### src/rtl/operand_fwd_unit_pkg.sv
// Shared operand-forwarding definitions: select encodings and default widths.
// The CPU top imports this package as well.
package operand_fwd_unit_pkg;

    localparam int unsigned DATA_W_DEF  = 32;
    localparam int unsigned REG_AW_DEF  = 5;
    localparam int unsigned NUM_SRC_DEF = 2;
    localparam int unsigned CNT_W_DEF   = 16;
    localparam int unsigned SEL_W       = 2;

    typedef enum logic [SEL_W-1:0] {
        SEL_QA   = 2'd0,
        SEL_EXR  = 2'd1,
        SEL_MEMR = 2'd2,
        SEL_MDO  = 2'd3
    } fwd_sel_e;

endpackage

### src/rtl/operand_fwd_unit_fwd_src_sel.sv
// Hazard compare and 4:1 operand mux for a single source operand.
// Select and load-hit depend only on pipeline state and the register number.
module fwd_src_sel
    import operand_fwd_unit_pkg::*;
#(
    parameter int unsigned DATA_W = DATA_W_DEF,
    parameter int unsigned REG_AW = REG_AW_DEF
) (
    input  logic [REG_AW-1:0] rs,
    input  logic              rs_used,
    input  logic              ex_valid,
    input  logic              ex_wreg,
    input  logic              ex_m2reg,
    input  logic [REG_AW-1:0] ex_rd,
    input  logic              mem_valid,
    input  logic              mem_wreg,
    input  logic              mem_m2reg,
    input  logic [REG_AW-1:0] mem_rd,
    input  logic [DATA_W-1:0] qa,
    input  logic [DATA_W-1:0] ex_r,
    input  logic [DATA_W-1:0] mem_r,
    input  logic [DATA_W-1:0] mem_mdo,
    output logic [SEL_W-1:0]  sel_c,
    output logic [DATA_W-1:0] fwd_c,
    output logic              load_hit_c
);

    logic rs_live;
    logic ex_match;
    logic mem_match;

    // r0 and unread sources never match a producer
    always_comb begin
        rs_live   = rs_used && (rs != '0);
        ex_match  = rs_live && ex_valid && ex_wreg && (ex_rd == rs);
        mem_match = rs_live && mem_valid && mem_wreg && (mem_rd == rs);
    end

    // Youngest producer wins; a load in EX has no data yet and stalls instead
    always_comb begin
        sel_c      = SEL_QA;
        load_hit_c = ex_match && ex_m2reg;
        if (ex_match && !ex_m2reg) begin
            sel_c = SEL_EXR;
        end else if (mem_match) begin
            sel_c = mem_m2reg ? SEL_MDO : SEL_MEMR;
        end
    end

    always_comb begin
        fwd_c = qa;
        case (sel_c)
            SEL_QA:   fwd_c = qa;
            SEL_EXR:  fwd_c = ex_r;
            SEL_MEMR: fwd_c = mem_r;
            SEL_MDO:  fwd_c = mem_mdo;
            default:  fwd_c = qa;
        endcase
    end

endmodule

### src/rtl/operand_fwd_unit.sv
// Operand forwarding and load-use stall detection for a 5-stage pipeline.
// Tracks EX/MEM producer records and counts stall cycles (saturating).
module operand_fwd_unit
    import operand_fwd_unit_pkg::*;
#(
    parameter int unsigned DATA_W  = DATA_W_DEF,
    parameter int unsigned REG_AW  = REG_AW_DEF,
    parameter int unsigned NUM_SRC = NUM_SRC_DEF,
    parameter int unsigned CNT_W   = CNT_W_DEF
) (
    input  logic                      clk,
    input  logic                      clrn,
    input  logic                      id_valid,
    input  logic [NUM_SRC*REG_AW-1:0] id_rs,
    input  logic [NUM_SRC-1:0]        id_rs_used,
    input  logic                      id_wreg,
    input  logic                      id_m2reg,
    input  logic [REG_AW-1:0]         id_rd,
    input  logic                      flush,
    input  logic [NUM_SRC*DATA_W-1:0] qa,
    input  logic [DATA_W-1:0]         ex_r,
    input  logic [DATA_W-1:0]         mem_r,
    input  logic [DATA_W-1:0]         mem_mdo,
    output logic [NUM_SRC*DATA_W-1:0] fwd_o,
    output logic [NUM_SRC*SEL_W-1:0]  fwd_sel,
    output logic                      stall,
    output logic [CNT_W-1:0]          stall_cnt
);

    typedef struct packed {
        logic              valid;
        logic              wreg;
        logic              m2reg;
        logic [REG_AW-1:0] rd;
    } stage_t;

    stage_t             ex_q;
    stage_t             mem_q;
    stage_t             ex_d;
    logic [NUM_SRC-1:0] load_hit;

    for (genvar k = 0; k < NUM_SRC; k++) begin : g_src
        fwd_src_sel #(
            .DATA_W (DATA_W),
            .REG_AW (REG_AW)
        ) u_sel (
            .rs         (id_rs[k*REG_AW +: REG_AW]),
            .rs_used    (id_rs_used[k]),
            .ex_valid   (ex_q.valid),
            .ex_wreg    (ex_q.wreg),
            .ex_m2reg   (ex_q.m2reg),
            .ex_rd      (ex_q.rd),
            .mem_valid  (mem_q.valid),
            .mem_wreg   (mem_q.wreg),
            .mem_m2reg  (mem_q.m2reg),
            .mem_rd     (mem_q.rd),
            .qa         (qa[k*DATA_W +: DATA_W]),
            .ex_r       (ex_r),
            .mem_r      (mem_r),
            .mem_mdo    (mem_mdo),
            .sel_c      (fwd_sel[k*SEL_W +: SEL_W]),
            .fwd_c      (fwd_o[k*DATA_W +: DATA_W]),
            .load_hit_c (load_hit[k])
        );
    end

    // Flush overrides stall; a stalled or flushed ID slot enters EX as a bubble
    always_comb begin
        stall       = id_valid && !flush && (|load_hit);
        ex_d        = '0;
        ex_d.valid  = id_valid && !stall && !flush;
        ex_d.wreg   = id_wreg;
        ex_d.m2reg  = id_m2reg;
        ex_d.rd     = id_rd;
    end

    always_ff @(posedge clk or negedge clrn) begin
        if (!clrn) begin
            ex_q      <= '0;
            mem_q     <= '0;
            stall_cnt <= '0;
        end else begin
            ex_q  <= ex_d;
            mem_q <= ex_q;
            if (stall && (stall_cnt != '1)) begin
                stall_cnt <= stall_cnt + CNT_W'(1);
            end
        end
    end

endmodule

### config.mk
export PLATFORM = sky130hd
export DESIGN_NAME = operand_fwd_unit
export DESIGN_NICKNAME = d
export VERILOG_FILES = /design/src/rtl/operand_fwd_unit_pkg.sv /design/src/rtl/operand_fwd_unit_fwd_src_sel.sv /design/src/rtl/operand_fwd_unit.sv
export SDC_FILE = /design/constraint.sdc
export NUM_CORES = 1
export LEC_CHECK = 0
export CAP_MARGIN = 20
export CORE_ASPECT_RATIO = 1.1
export CORE_MARGIN = 3
export CORE_UTILIZATION = 33
export DETAILED_ROUTE_END_ITERATION = 16
export HOLD_SLACK_MARGIN = 0.08
export PLACE_DENSITY_LB_ADDON = 0.1
export SLEW_MARGIN = 5
export SYNTH_ARGS = -nofsm -noshare
export SYNTH_HDL_FRONTEND = slang
export SYNTH_SLANG_ARGS = --single-unit
### constraint.sdc
create_clock -name clk -period 2.7 [get_ports clk]
set_input_delay 0.54 -clock clk [delete_from_list [all_inputs] [get_ports clk]]
set_output_delay 0.54 -clock clk [all_outputs]
set_load 0.02 [all_outputs]
# Word level (Yosys, flattened, before mapping)
# Cells that the tools add are included.
# Widths: inputs -> output; s select.
dict set report totals {
  n_memories 0
  latch_bits 0
  rom_bits 0
  output_inout_bits 85
  reg_bits 32
  mem_bits_rw 0
  wordCells 59
}
dict set report op_classes {
  bitwise_logic 0
  eq_ne 11
  n_addsub 1
  shifts 0
  n_reduce_logical 31
  mul 0
  div_mod_pow 0
  muxes 7
  magnitude_cmp 0
}
# operator n
set ops {}
lappend ops {{$pmux 32 s4} 2}
lappend ops {{$logic_and 1x1->1} 23}
lappend ops {{$eq 5x5->1} 4}
lappend ops {{$add 16x1->16 const B} 1}
lappend ops {{$ne 16x16->1 const B} 1}
lappend ops {{$reduce_bool 5->1} 2}
lappend ops {{$eq 2x2->1 const B} 4}
lappend ops {{$mux 2} 4}
lappend ops {{$eq 2x1->1 const B} 2}
lappend ops {{$logic_not 2->1} 2}
lappend ops {{$logic_not 1->1} 3}
lappend ops {{$reduce_or 2->1} 1}
lappend ops {{$mux 1} 1}

# Logic depth before layout (Yosys ltp)
# Gate-level depths: netlist of run 1.
dict set report depth {
  word_depth 11
  depth_mapped 9
  mapped_depth_nobuf 7
}

# By module
# Synthesis of run 1 repeated with hierarchy kept, for this count alone.
dict set report unflattened {
  cells_unflattened 496
  area_unflattened_um2 3871.2
}
# mod instances cells_per_inst area_each_um2
set by_module_without_submodules {}
lappend by_module_without_submodules {fwd_src_sel 2 205 1327.5}
lappend by_module_without_submodules {operand_fwd_unit 1 86 1216.2}

# Worst setup path before layout of run 1
# OpenSTA, ideal clock, no wires.
dict set report synth_path {
  kind {in2out}
  startpoint {input id_rs[4]}
  endpoint {output fwd_o[10]}
  setup_slack_ns -0.096
  stages 7
  arrival_time_ns 2.256
  required_ns 2.160
  cell_sequence {or4_1 o21ai_1 nor4_1 buf_2 buf_2 mux2i_1 o21ai_0}
}
dict set report synth_between {
  elab_chain_len 9
  word_cells_on_any_way 18
}
# item line
set synth_rtl {}
lappend synth_rtl {{start, declared} operand_fwd_unit.sv:14} ;# input logic [NUM_SRC*REG_AW-1:0] id_rs,
lappend synth_rtl {{$reduce_bool 5->1} operand_fwd_unit_fwd_src_sel.sv:34} ;# rs_live = rs_used && (rs != '0);
lappend synth_rtl {{$logic_and 1x1->1} operand_fwd_unit_fwd_src_sel.sv:34}
lappend synth_rtl {{$logic_and 1x1->1, on equally long branches (3 in series)} {operand_fwd_unit_fwd_src_sel.sv:36, operand_fwd_unit_fwd_src_sel.sv:35}}
lappend synth_rtl {{$mux 2 or $logic_and 1x1->1 (tied branches)} {operand_fwd_unit_fwd_src_sel.sv:45, operand_fwd_unit_fwd_src_sel.sv:43}}
lappend synth_rtl {{$mux 2 (*)} operand_fwd_unit_fwd_src_sel.sv:43} ;# if (ex_match && !ex_m2reg) begin
lappend synth_rtl {{$eq 2x2->1, or another cell as far along} operand_fwd_unit_fwd_src_sel.sv:52} ;# case (sel_c)
lappend synth_rtl {{$pmux 32 s4 (*)} operand_fwd_unit_fwd_src_sel.sv:52}
lappend synth_rtl {{end, declared} operand_fwd_unit.sv:24} ;# output logic [NUM_SRC*DATA_W-1:0] fwd_o,
# Every way passes the cells marked *; elsewhere a longest branch is shown, timed or not.

# Final worst setup path of run 1
dict set report layout_path {
  startpoint {register ex_q[4] (netlist name)}
  endpoint {output fwd_o[20]}
}
dict set report layout_between {
  elab_chain_len 6
  word_cells_on_any_way 9
}
# item line
set layout_rtl {}
lappend layout_rtl {{start, declared} operand_fwd_unit.sv:37} ;# stage_t ex_q;
lappend layout_rtl {{start signal, assigned} operand_fwd_unit.sv:79} ;# ex_q <= '0;
lappend layout_rtl {{start signal, assigned} operand_fwd_unit.sv:83} ;# ex_q <= ex_d;
lappend layout_rtl {{$eq 5x5->1 (*)} operand_fwd_unit_fwd_src_sel.sv:35} ;# ex_match = rs_live && ex_valid && ex_wreg && (ex_rd == rs);
lappend layout_rtl {{$logic_and 1x1->1 (*)} operand_fwd_unit_fwd_src_sel.sv:35}
lappend layout_rtl {{$logic_and 1x1->1 (*)} operand_fwd_unit_fwd_src_sel.sv:43}
lappend layout_rtl {{$mux 2 (*)} operand_fwd_unit_fwd_src_sel.sv:43}
lappend layout_rtl {{$eq 2x2->1, or another cell as far along} operand_fwd_unit_fwd_src_sel.sv:52}
lappend layout_rtl {{$pmux 32 s4 (*)} operand_fwd_unit_fwd_src_sel.sv:52}
# Marked as above.

==> metrics.log, run 1 <==
[metrics] fraction of synthesized cell area in xor and xnor cells: 0.09377
[metrics] Post-synth ARST share: 1.000
[metrics] number of nets in the layout: 876
[metrics] pwr dens: 214.5 nW/µm²
[metrics] endpoints failing hold: 0
[metrics] run status: finished, violations left
[metrics] clock-pin transition on the worst setup and hold timing paths: 70 ps
[metrics] worst reg2reg path depth: 8
[metrics] final max-slew violation count: 0
[metrics] number of top-level design ports: 268
[metrics] post-layout instance count excluding filler cells: slightly above 800
[metrics] final weighted congestion in routability-driven placement: roughly 0.9
[metrics] area share of and/or/nand/nor cells after synthesis: 0.1643
[metrics] reg2reg end: stall_cnt[14]
[metrics] vias in the first global route: 4573
[metrics] Core Region: 9099 µm²
[metrics] Synth area leader: dfrtp_1
[metrics] flop-to-flop setup slack: between 200 and 300 ps
[metrics] Placement Setup Slack: -962.8 ps
[metrics] H-tree lvl count: 2
[metrics] pin count of the biggest net entering global routing: 34
[metrics] Die ar.: 10840 µm²
[metrics] Vias/cell: 5.582
[metrics] area post-placement: 6180 µm²
[metrics] number of remaining DRC errors: 0
[metrics] period utilisation layout: 1.115
[metrics] dominant synthesized flop cell: dfrtp_1
[metrics] initial drt markers: 198
[metrics] max frequency: 332.3 MHz
[metrics] critical path required time: 2160 ps
[metrics] synthesized instance count: 376
[metrics] highest net fanout along the worst path: 5
[metrics] most numerous cell in the Yosys netlist: nand2_1
[metrics] number of placed cells counting well taps: 757
[metrics] number of antenna-violating nets in the routed design: 0
[metrics] cell types with the largest area share after synthesis: dfrtp_1 25%, mux2i_1 20%, mux2_2 12%
[metrics] initial antenna violation count: 1
[metrics] utilization of the core after routing: 0.8496
[metrics] critical path startpoint category: register
[metrics] Syn Nets: 560
[metrics] end point of the worst hold path: mem_q[6]
[metrics] effective utilization at floorplan: 0.3490
[metrics] global-route wire length before repair: 26080 µm
[metrics] synthesis warning total: 0
[metrics] CTS max path bufs: 2
[metrics] main combinational cell family by area after synthesis: multiplexers
[metrics] std cell rows: 36
[metrics] total routing usage reported by global routing: 0.3147
[metrics] slew at the pin closest to its max-slew limit: 478.5 ps
[metrics] clock sinks: 32
[metrics] Max-Cap Viols: 0
[metrics] Setup crit end kind: output pin
[metrics] sum of net half-perimeters after detailed placement: approximately 12000 µm
[metrics] final instance area: 7730 µm²
[metrics] Post-Route WL: 20330 µm
[metrics] share of cells above drive strength 1: 0.4589
[metrics] Post-Synthesis Mean Instance Area: 8.446 µm²
[metrics] length of the first detailed-routing pass in iterations: 4
[metrics] violated checks: setup timing
[metrics] I/O Buffers: 267
[metrics] Arrival @ worst endpoint: roughly 2500 ps
[metrics] minimum period implied by the final worst setup slack: 3010 ps
[metrics] Chip Width: 99.53 µm
[metrics] path type of the worst setup path: reg -> out
[metrics] Setup crit start: ex_q[4]
[metrics] #FFs+latches synth: 32
[metrics] Num CTS Buffers: 5
[metrics] Congestion Overflow GR: 0
[metrics] Worst Slack Setup Final: -309.7 ps
[metrics] Post-synth EDFFs: 0
[metrics] Min-Delay Startpoint: ex_q[6]
[metrics] die outline height: 108.9 µm
[metrics] detailed-route wire length per cell: 25.17 µm
[metrics] count of unique library cells instantiated by Yosys: 30
[metrics] top cell types by occurrence after synthesis: 72 x nand2_1, 64 x mux2i_1, 64 x o21ai_0, 34 x mux2_2, 32 x dfrtp_1
[metrics] launch point of the worst reg-to-reg path: ex_q[4]
[metrics] multiplexer share of the synthesized area: 0.3223
[metrics] Final setup viols: approximately 70
[metrics] Static Leakage: 0.003156 µW
[metrics] sequential cell area fraction in the yosys report: 0.2522
[metrics] routed via count: 4510
[metrics] cell at the root of the clock tree: clkbuf_8
[metrics] post-synthesis share of cell area spent on full adders, half adders and majority gates: 0.003940
[metrics] Min-Delay Path Depth: 0
[metrics] IR Drop Worst-Case VDD: 331.4 µV
[metrics] worst hold path type: reg -> reg
[metrics] setup repair after global routing missed its margin: true
[metrics] Setup Skew: between 9 and 10 ps
[metrics] post-synthesis cell area: 3176 µm²
[metrics] Synth-to-Final Area Change: 143.4%
[metrics] headroom to the max-slew limit: 0.6803
[metrics] Compound-Gate Fraction of Synth Area: 0.1182
[metrics] TritonCTS clock tree: done
[metrics] fraction of post-synthesis cell area in the top cell type by area: 0.2522
[metrics] source-to-sink clock delay at the later pin of the worst-skew pair: 290 ps
## layout make-up
cell class / instances / area, µm²
timing repair buffer: 337 / 3776
multi-input combinational: 314 / 2903
fill: 466 / 1369
sequential: 32 / 800.8
tap: 114 / 142.6
clock buffer: 6 / 82.58
clock inverter: 2 / 15.01
inverter: 2 / 7.507
antenna: 1 / 2.502
## metrics by stage
| step | hold WS (ps) | setup TNS (ps) | total power, µW |
|---|---|---|---|
| floorplan | 244.4 | -647.3 | 725.7 |
| global placement | 361.2 | -62540 | 1155 |
| detailed placement | 370.8 | -64190 | 1167 |
| CTS | 385.3 | -11830 | 1599 |
| global route | 397.3 | -18220 | 1715 |
| finish | 385.0 | -13350 | 1658 |
## logic make-up (layout without fill, tap and decap cells)
group	after synthesis	after routing
xor+xnor	34	34
buf+inv	30	347
other cells	0	1
fa+ha+maj	1	1
mux	98	98
flops	32	32
simple gates	110	110
compound gates	71	71
## what timing repair did
item | in CTS | in global routing
pin swaps | 28 | 28
cloned | 14 | 6
endpoints found under the setup margin | 70 | 69
gates resized for setup | 540 | 134
hold buffers | 0 | 0
setup buffers | 22 | 8
endpoints found under the hold margin | 0 | 0
## registers in the layout, summed over array words and instances, names as in the netlist
name / cells
mem_q: 8
stall_cnt: 16
ex_q: 8
## power breakdown
group,leakage [µW],switching [µW],internal (µW)
registers,0.000412,11.9,492
logic,0.00270,314,452
clock network,0.0000434,182,206
total,0.00316,508,1150
## layout by cell type (no fill, tap or decap), drive strengths merged, types with 4 or more instances in the layout
cell	n
nand2	72
or4	4
clkdlybuf4s50	186
o21ai	66
xnor2	27
clkbuf	13
and3	6
xor2	7
nand3	5
buf	142
dfrtp	32
nand4	11
mux2i	64
mux2	34
## routing by layer
layer,vias to the layer above,wire length [µm],track usage
li1,1982,-,-
met3,106,1807,0.07166
met1,2145,6736,0.3344
met5,-,0,0
met4,0,1460,0.1668
met2,277,10330,0.5773
## worst max-delay path by stage
stage / endpoint / slack, ps / cells past startpoint
after floorplan: fwd_o[28] / -80 / 7
after global placement: fwd_o[35] / -940 / 8
after global routing: fwd_o[20] / -360 / 10
final: fwd_o[20] / -310 / 10
after CTS: fwd_o[22] / -270 / 11
after detailed placement: fwd_o[6] / -960 / 9
## worst max-delay path, cell delays in order, from the launching register on
cell and delay, ps:
dfrtp_1 410, xnor2_1 180, nand4_1 120, or4_4 560, nor2_4 150, buf_6 160, buf_12 130, buf_16 130
nand2_4 60, o21ai_2 110, buf_6 160
No activity file was read; power rests on OpenSTA's default activity.
==> inputs of run 2 (changes only) <==
- SKIP_CTS_REPAIR_TIMING: default -> 1
==> metrics.log, run 2 (synthesis results as in run 1) <==
[metrics] Congestion Overflow GR: 0
[metrics] clock-pin transition on the worst setup and hold timing paths: 70 ps
[metrics] GR Layer Usage met1: 0.2800
[metrics] number of nets in the layout: between 800 and 900
[metrics] source-to-sink clock delay at the later pin of the worst-skew pair: between 200 and 300 ps
[metrics] Fin Setup TNS: -9242 ps
[metrics] most congested layer reported by global routing: met2
[metrics] Die ar.: 10840 µm²
[metrics] number of antenna-violating nets in the routed design: 0
[metrics] Setup crit end kind: output pin
[metrics] Setup Skew: 7.349 ps
[metrics] number of top-level design ports: 268
[metrics] initial drt markers: 133
[metrics] Post-Route WL: approximately 16000 µm
[metrics] Core Region: 9099 µm²
[metrics] number of diodes added for antenna fixing: 0
[metrics] share of cells above drive strength 1: 0.3064
[metrics] violated checks: setup timing
[metrics] leading cell types in the layout, fill and taps excluded: 186 x clkdlybuf4s50_1, 68 x buf_4, 61 x nand2_1, 59 x mux2i_1, 47 x o21ai_1
[metrics] initial antenna violation count: 0
[metrics] total routing usage reported by global routing: 0.2542
[metrics] Final setup viols: 67
[metrics] Arrival @ worst endpoint: 2380 ps
[metrics] Top reg by flops: stall_cnt
[metrics] CTS max path bufs: 2
[metrics] met2 GRT Util: 0.4832
[metrics] Max-Cap Viols: 0
[metrics] detailed-route wire length per cell: approximately 21 µm
[metrics] vias in the first global route: 3967
[metrics] final max-slew violation count: 0
[metrics] clock sinks: 32
[metrics] routed via count: 4117
[metrics] period utilisation layout: 1.081
[metrics] path type of the worst setup path: reg -> out
[metrics] std cell rows: 36
[metrics] pwr dens: 233.1 nW/µm²
[metrics] final instance area: approximately 6700 µm²
[metrics] final weighted congestion in routability-driven placement: 0.9239
[metrics] sum of net half-perimeters after detailed placement: 12010 µm
[metrics] Static Leakage: 0.002633 µW
[metrics] utilization of the core after routing: 0.7354
[metrics] slew at the pin closest to its max-slew limit: 478.0 ps
[metrics] die outline height: 108.9 µm
[metrics] area post-placement: 6180 µm²
[metrics] Chip Width: 99.53 µm
[metrics] number of remaining DRC errors: 0
[metrics] Worst Slack Setup Final: -218.8 ps
[metrics] headroom to the max-slew limit: 0.6806
[metrics] critical path startpoint category: register
[metrics] Vias/cell: 5.258
[metrics] length of the first detailed-routing pass in iterations: 4
[metrics] largest registers: stall_cnt x16, ex_q x8, mem_q x8
[metrics] Synth-to-Final Area Change: 110.7%
[metrics] Num CTS Buffers: 5
[metrics] pin count of the biggest net entering global routing: 46
[metrics] leading cell type in the layout, fill and taps excluded: clkdlybuf4s50_1
[metrics] worst hold path type: reg -> reg
[metrics] endpoints failing hold: 0
[metrics] H-tree lvl count: 2
[metrics] met3 demand-to-capacity share in global routing: 0.04159
[metrics] minimum period implied by the final worst setup slack: just under 3000 ps
[metrics] IR Drop Worst-Case VDD: 300.7 µV
[metrics] setup repair after global routing missed its margin: true
[metrics] max frequency: between 300 and 400 MHz
[metrics] run status: finished, violations left
[metrics] global-route wire length before repair: between 20000 and 25000 µm
[metrics] highest net fanout along the worst path: 23
[metrics] effective utilization at floorplan: 0.3490
[metrics] critical path required time: 2160 ps
[metrics] Largest register FFs: 16
[metrics] cell at the root of the clock tree: clkbuf_8
[metrics] TritonCTS clock tree: done
[metrics] I/O Buffers: roughly 270
-- run 2: cell count changes in the layout (fill, tap and decap cells not counted), sizes merged --
cell	delta
diode	-1
clkbuf	+4
dlymetal6s2s	+8
dlygate4sd2	-2
buf	-34
-- run 2: per-layer routing --
metal  up-vias  part of all wire
met3        45             0.067
met2       188              0.53
met4         0             0.039
met1      1957              0.36
met5         -                 0
li1       1927                 -
-- run 2: area by class of cell --
type | count | area (µm²)
Timing Repair Buffer | 313 | 3199
Multi-Input combinational cell | 314 | 2444
Fill cell | 680 | 2407
Sequential cell | 32 | 800.8
Tap cell | 114 | 142.6
Clock buffer | 6 | 82.58
Clock inverter | 2 | 15.01
Inverter | 2 | 7.507
-- run 2: per-stage QoR --
| stage | hold slack (ps) | setup slack, ps | power (µW) | instances |
|---|---|---|---|---|
| final | 385.7 | -218.8 | 1560 | 783 |
| after global routing | 397.3 | -305.7 | 1624 | 783 |
| after CTS | 385.3 | -968.3 | 1562 | 765 |
| after detailed placement | 370.8 | -962.8 | 1167 | 757 |
| after global placement | 361.2 | -939.2 | 1155 | 757 |
| after floorplan | 244.4 | -81.30 | 725.7 | 376 |
-- run 2: power by group --
part           switching (µW)  total [µW]  internal [µW]
sequential               12.6         505            492
clock                     184         390            206
combinational             255         665            410
total                     451        1560           1110
-- run 2: worst paths after layout --
check | start | endpoint | slack [ps] | depth (start not counted)
min | ex_q[6] | mem_q[6] | 390 | 0
max | ex_q[1] | fwd_o[12] | -220 | 8
max reg2reg | ex_q[1] | stall_cnt[14] | 260 | 8
min in group asynchronous | clrn | stall_cnt[10] | 630 | 2
max in group asynchronous | clrn | mem_q[7] | 1770 | 2
min reg2reg | ex_q[6] | mem_q[6] | 390 | 0
-- run 2: critical path: stages (launching register included) --
cell and delay (ps):
dfrtp_1 430, xnor2_1 180, nand4_1 130, or4_4 570
nor2_4 220, buf_12 210, nand2_1 70, o21ai_1 100
buf_4 170
==> inputs of run 3 (changes only) <==
- PLACE_DENSITY: default -> 0.82
- PLACE_DENSITY_LB_ADDON: 0.1 -> default
==> metrics.log, run 3 (synthesis results as in run 1) <==
[metrics] run status: finished, violations left
[metrics] violated checks: setup timing
[metrics] Static Leakage: ~0.0029 µW
[metrics] largest registers: stall_cnt x16, ex_q x8, mem_q x8
[metrics] Vias/cell: 5.469
[metrics] leading cell type in the layout, fill and taps excluded: clkdlybuf4s50_1
[metrics] utilization of the core after routing: 0.7874
[metrics] vias in the first global route: 3948
[metrics] flop-to-flop setup slack: 350 ps
[metrics] capture point of the critical path: fwd_o[16]
[metrics] post-layout total power: between 1500 and 2000 µW
[metrics] Chip Width: 99.53 µm
[metrics] pin count of the biggest net entering global routing: 47
[metrics] initial drt markers: 147
[metrics] global-route wire length before repair: between 20000 and 25000 µm
[metrics] sum of net half-perimeters after detailed placement: 11550 µm
[metrics] path type of the worst setup path: in -> out
[metrics] TritonCTS clock tree: done
[metrics] I/O Buffers: 267
[metrics] share of cells above drive strength 1: 0.3836
[metrics] number of antenna-violating nets in the routed design: 0
[metrics] reg2reg end: stall_cnt[9]
[metrics] Core Region: between 9000 and 10000 µm²
[metrics] number of nets in the layout: between 800 and 900
[metrics] leading cell types in the layout, fill and taps excluded: 186 x clkdlybuf4s50_1, 52 x mux2i_1, 47 x buf_6, 40 x nand2_1, 34 x mux2_2
[metrics] clock sinks: 32
[metrics] worst reg2reg path depth: 8
[metrics] Top reg by flops: stall_cnt
[metrics] Post-Route WL: 17350 µm
[metrics] Largest register FFs: 16
[metrics] final max-slew violation count: 0
[metrics] endpoints failing hold: 0
[metrics] launch point of the worst reg-to-reg path: ex_q[0]
[metrics] H-tree lvl count: 2
[metrics] CTS max path bufs: 2
[metrics] cell at the root of the clock tree: clkbuf_8
[metrics] Setup Skew: 8.468 ps
[metrics] Congestion Overflow GR: 0
[metrics] Die ar.: 10840 µm²
[metrics] IR Drop Worst-Case VDD: around 340 µV
[metrics] period utilisation layout: 1.103
[metrics] initial antenna violation count: 3
[metrics] Num CTS Buffers: 5
[metrics] Worst Slack Setup Final: -279.2 ps
[metrics] Setup crit end kind: output pin
[metrics] clock-pin transition on the worst setup and hold timing paths: around 60 ps
[metrics] Setup crit start: id_rs[3]
[metrics] critical path required time: 2160 ps
[metrics] Synth-to-Final Area Change: 125.6%
[metrics] number of remaining DRC errors: 0
[metrics] Final setup viols: 68
[metrics] minimum period implied by the final worst setup slack: 2979 ps
[metrics] highest net fanout along the worst path: 6
[metrics] final weighted congestion in routability-driven placement: ~0.95
[metrics] Arrival @ worst endpoint: 2440 ps
[metrics] number of diodes added for antenna fixing: 0
[metrics] length of the first detailed-routing pass in iterations: 4
[metrics] Max-Cap Viols: 0
[metrics] effective utilization at floorplan: 0.3490
[metrics] critical path startpoint category: input port
[metrics] headroom to the max-slew limit: 0.6920
[metrics] source-to-sink clock delay at the later pin of the worst-skew pair: 280 ps
[metrics] routed via count: 4288
[metrics] smallest hold slack: 386.4 ps
[metrics] slew at the pin closest to its max-slew limit: 461.0 ps
[metrics] std cell rows: 36
[metrics] die outline height: between 100 and 150 µm
[metrics] worst hold path type: reg -> reg
[metrics] pwr dens: 232.8 nW/µm²
[metrics] total routing usage reported by global routing: 0.2433
[metrics] max frequency: 335.7 MHz
[metrics] detailed-route wire length per cell: 22.13 µm
[metrics] setup repair after global routing missed its margin: true
[metrics] number of top-level design ports: 268
-- run 3: cell types whose count changed in the layout (fill, tap and decap cells not counted), sizes merged --
| cell | before | now |
|---|---|---|
| clkinv | 0 | 1 |
| bufinv | 0 | 1 |
| clkinvlp | 2 | 1 |
| clkbuf | 17 | 15 |
| dlymetal6s2s | 8 | 12 |
| buf | 108 | 106 |
-- run 3: final cells by class --
type	count	area, µm²
fillers	563	1934
clock buffers	5	68.82
inverters	2	7.507
repair buffers	314	3361
well taps	114	142.6
clock inverters	3	42.54
flip-flops and latches	32	802.0
multi-input cells	314	2740
-- run 3: worst min-delay path by stage --
stage | start | to | slack, ps | cells after the start
after floorplan | clrn | ex_q[0] | 240 | 0
after global placement | ex_q[6] | mem_q[6] | 360 | 0
after detailed placement | ex_q[7] | mem_q[7] | 370 | 0
after CTS | ex_q[7] | mem_q[7] | 390 | 0
after global routing | ex_q[7] | mem_q[7] | 400 | 0
final | ex_q[7] | mem_q[7] | 390 | 0
-- run 3: power by group --
group	leakage (µW)	internal, µW	total (µW)	switching (µW)
Sequential	0.000411	492	508	15.5
Clock	0.0000541	273	451	178
Combinational	0.00242	429	709	280
Total	0.00288	1190	1670	473
-- run 3: worst max-delay path: stages --
cell and delay (ps):
dlymetal6s2s_1 180, xnor2_1 200, nand4_1 110, or4_4 580, nor2_4 230, buf_12 180, clkbuf_16 160, nand2_2 60
o21ai_2 70, buf_6 140
-- run 3: metrics by stage --
step	area (µm²)	worst slack [ps]	TNS, ps	cells
2_1_floorplan	3176	-81.30	-647.3	376
3_3_place_gp	6138	-931.9	-59980	755
3_5_place_dp	6138	-981.4	-64100	755
4_1_cts	6250	-995.9	-62030	763
5_1_grt	7164	-342.4	-20430	784
6_report	7164	-279.2	-15130	784
-- run 3: per-layer routing --
layer / vias to the layer above / wire (µm) / track usage / part of all wire
met1: 2051 / 6257 / 0.2771 / 0.36
li1: 1920 / - / - / -
met3: 62 / 1451 / 0.05886 / 0.084
met4: 6 / 731 / 0.08683 / 0.042
met5: - / 43 / 0 / 0.0025
met2: 249 / 8867 / 0.4415 / 0.51
==> RTL edit 1, RTL diff (config.mk and constraints of run 3) <==
Set the package constant `CNT_W_DEF` to 24 (it was 16).
--- a/src/rtl/operand_fwd_unit_pkg.sv
+++ b/src/rtl/operand_fwd_unit_pkg.sv
@@ -5,7 +5,7 @@
     localparam int unsigned DATA_W_DEF  = 32;
     localparam int unsigned REG_AW_DEF  = 5;
     localparam int unsigned NUM_SRC_DEF = 2;
-    localparam int unsigned CNT_W_DEF   = 16;
+    localparam int unsigned CNT_W_DEF   = 24;
     localparam int unsigned SEL_W       = 2;
 
     typedef enum logic [SEL_W-1:0] {
Interface: changed (resized stall_cnt); port bits go from 268 to 276. No check against the original RTL was run, so the function may have changed too.
==> RTL edit 1 against run 3 <==
The run still ends with negative setup slack left. Worst setup slack better by 0.039 ns. Combinational power fell by 0.6%. Power rose by 14%. Via count up 7.6%. Sequential cell count increased by 8. First-iteration DRC count is 31% higher. Final area increased by 7.1%. Routed wire length grew 2.3%. Sequential power increased by 24%. Area after synthesis increased by 12%. Die area grew 11%. Largest cell class unchanged. Largest power group unchanged. Highest routed layer unchanged.
==> RTL edit 1: results (changes against run 3) <==
metric	value	unit	change
outcome	finished, violations left		
failed_checks	negative setup slack		
largestRegisters	stall_cnt x24, ex_q x8, mem_q x8		
max_stage_delay	0.56	ns	-0.02 ns
wl_per_cell	20.16	um	-8.9%
finalSetupViolCount	69		+1.5%
yosysSeqAreaShare	0.2816		+0.02942
layout.nets	920		+7.9%
hold_class	input port to async pin		
drive_above_1_share	0.3813		-0.002307
grt_pass1_wl	23.89	mm	+16%
syn_inst	416		+11%
critPathArrivalTime	2.40	ns	-0.04 ns
synthAdderAreaFrac	0.003520		-0.0004202
synth_commonest_cells	nand2_1 (75), mux2i_1 (64), o21ai_0 (64), dfrtp_1 (40), mux2_2 (33)		
dpl-instance-area	6892	um^2	+12%
timing.final.ws_setup	-0.2398	ns	+0.03938 ns
io_buffers	275		+3.0%
cts-root-buf	clkbuf_16		
tightest_slew	0.8603	ns	+0.3993 ns
gp_congestion	0.9122		-4.2%
grt_max_degree	43		-8.5%
use_met1	0.2735		-0.003636
tns	-10.43	ns	+4.704 ns
synth.area.top_cells	dfrtp_1 (28%), mux2i_1 (18%), mux2_2 (10%)		
leakage	3.151	nW	+9.3%
fin_skew	0.005139	ns	-0.003329 ns
yosys_warnings	0		unchanged
placed_cells	846		+12%
post-place-ws	-1.036	ns	-0.05468 ns
vias	4613		+7.6%
critPathCapture	fwd_o[59]		
syn_nets	600		+7.1%
met2_usage	0.4673		+0.02581
synthXorXnorAreaFrac	0.1059		+0.01217
synth.area.mux_share	0.2848		-0.03754
ff2ff_setup_slack	0.06	ns	-0.29 ns
timing.rr.end	stall_cnt[1]		
synth_compound_area_frac	0.1045		-0.01366
track_usage	0.2456		+0.002353
ir_drop	349.9	uV	+1.6%
-- RTL edit 1: cell count changes in the layout (fill, tap and decap cells not counted), moves of 8 or more --
| cell | run 3 | this run |
|---|---|---|
| clkbuf_2 | 0 | 16 |
| buf_4 | 32 | 58 |
| dfrtp_1 | 31 | 39 |
| buf_2 | 13 | 4 |
| o21ai_2 | 31 | 42 |
-- RTL edit 1: power by group --
part,switching (mW),internal [mW],total (mW)
Sequential,0.0154,0.614,0.629
Clock,0.221,0.341,0.562
Combinational,0.283,0.423,0.705
-- RTL edit 1: final cells by class --
cell class / count / area, um^2
clock buffer: 7 / 132.6
clock inverter: 1 / 5.005
fill: 753 / 2770
inverter: 3 / 11.26
multi-input combinational: 345 / 2895
sequential: 40 / 1002
tap: 143 / 178.9
timing repair buffer: 341 / 3447
-- RTL edit 1: routing by layer --
layer,wire (um),part of all wire
met1,6540,0.37
met4,535,0.030
met3,1320,0.074
met2,9288,0.52
met5,60,0.0034
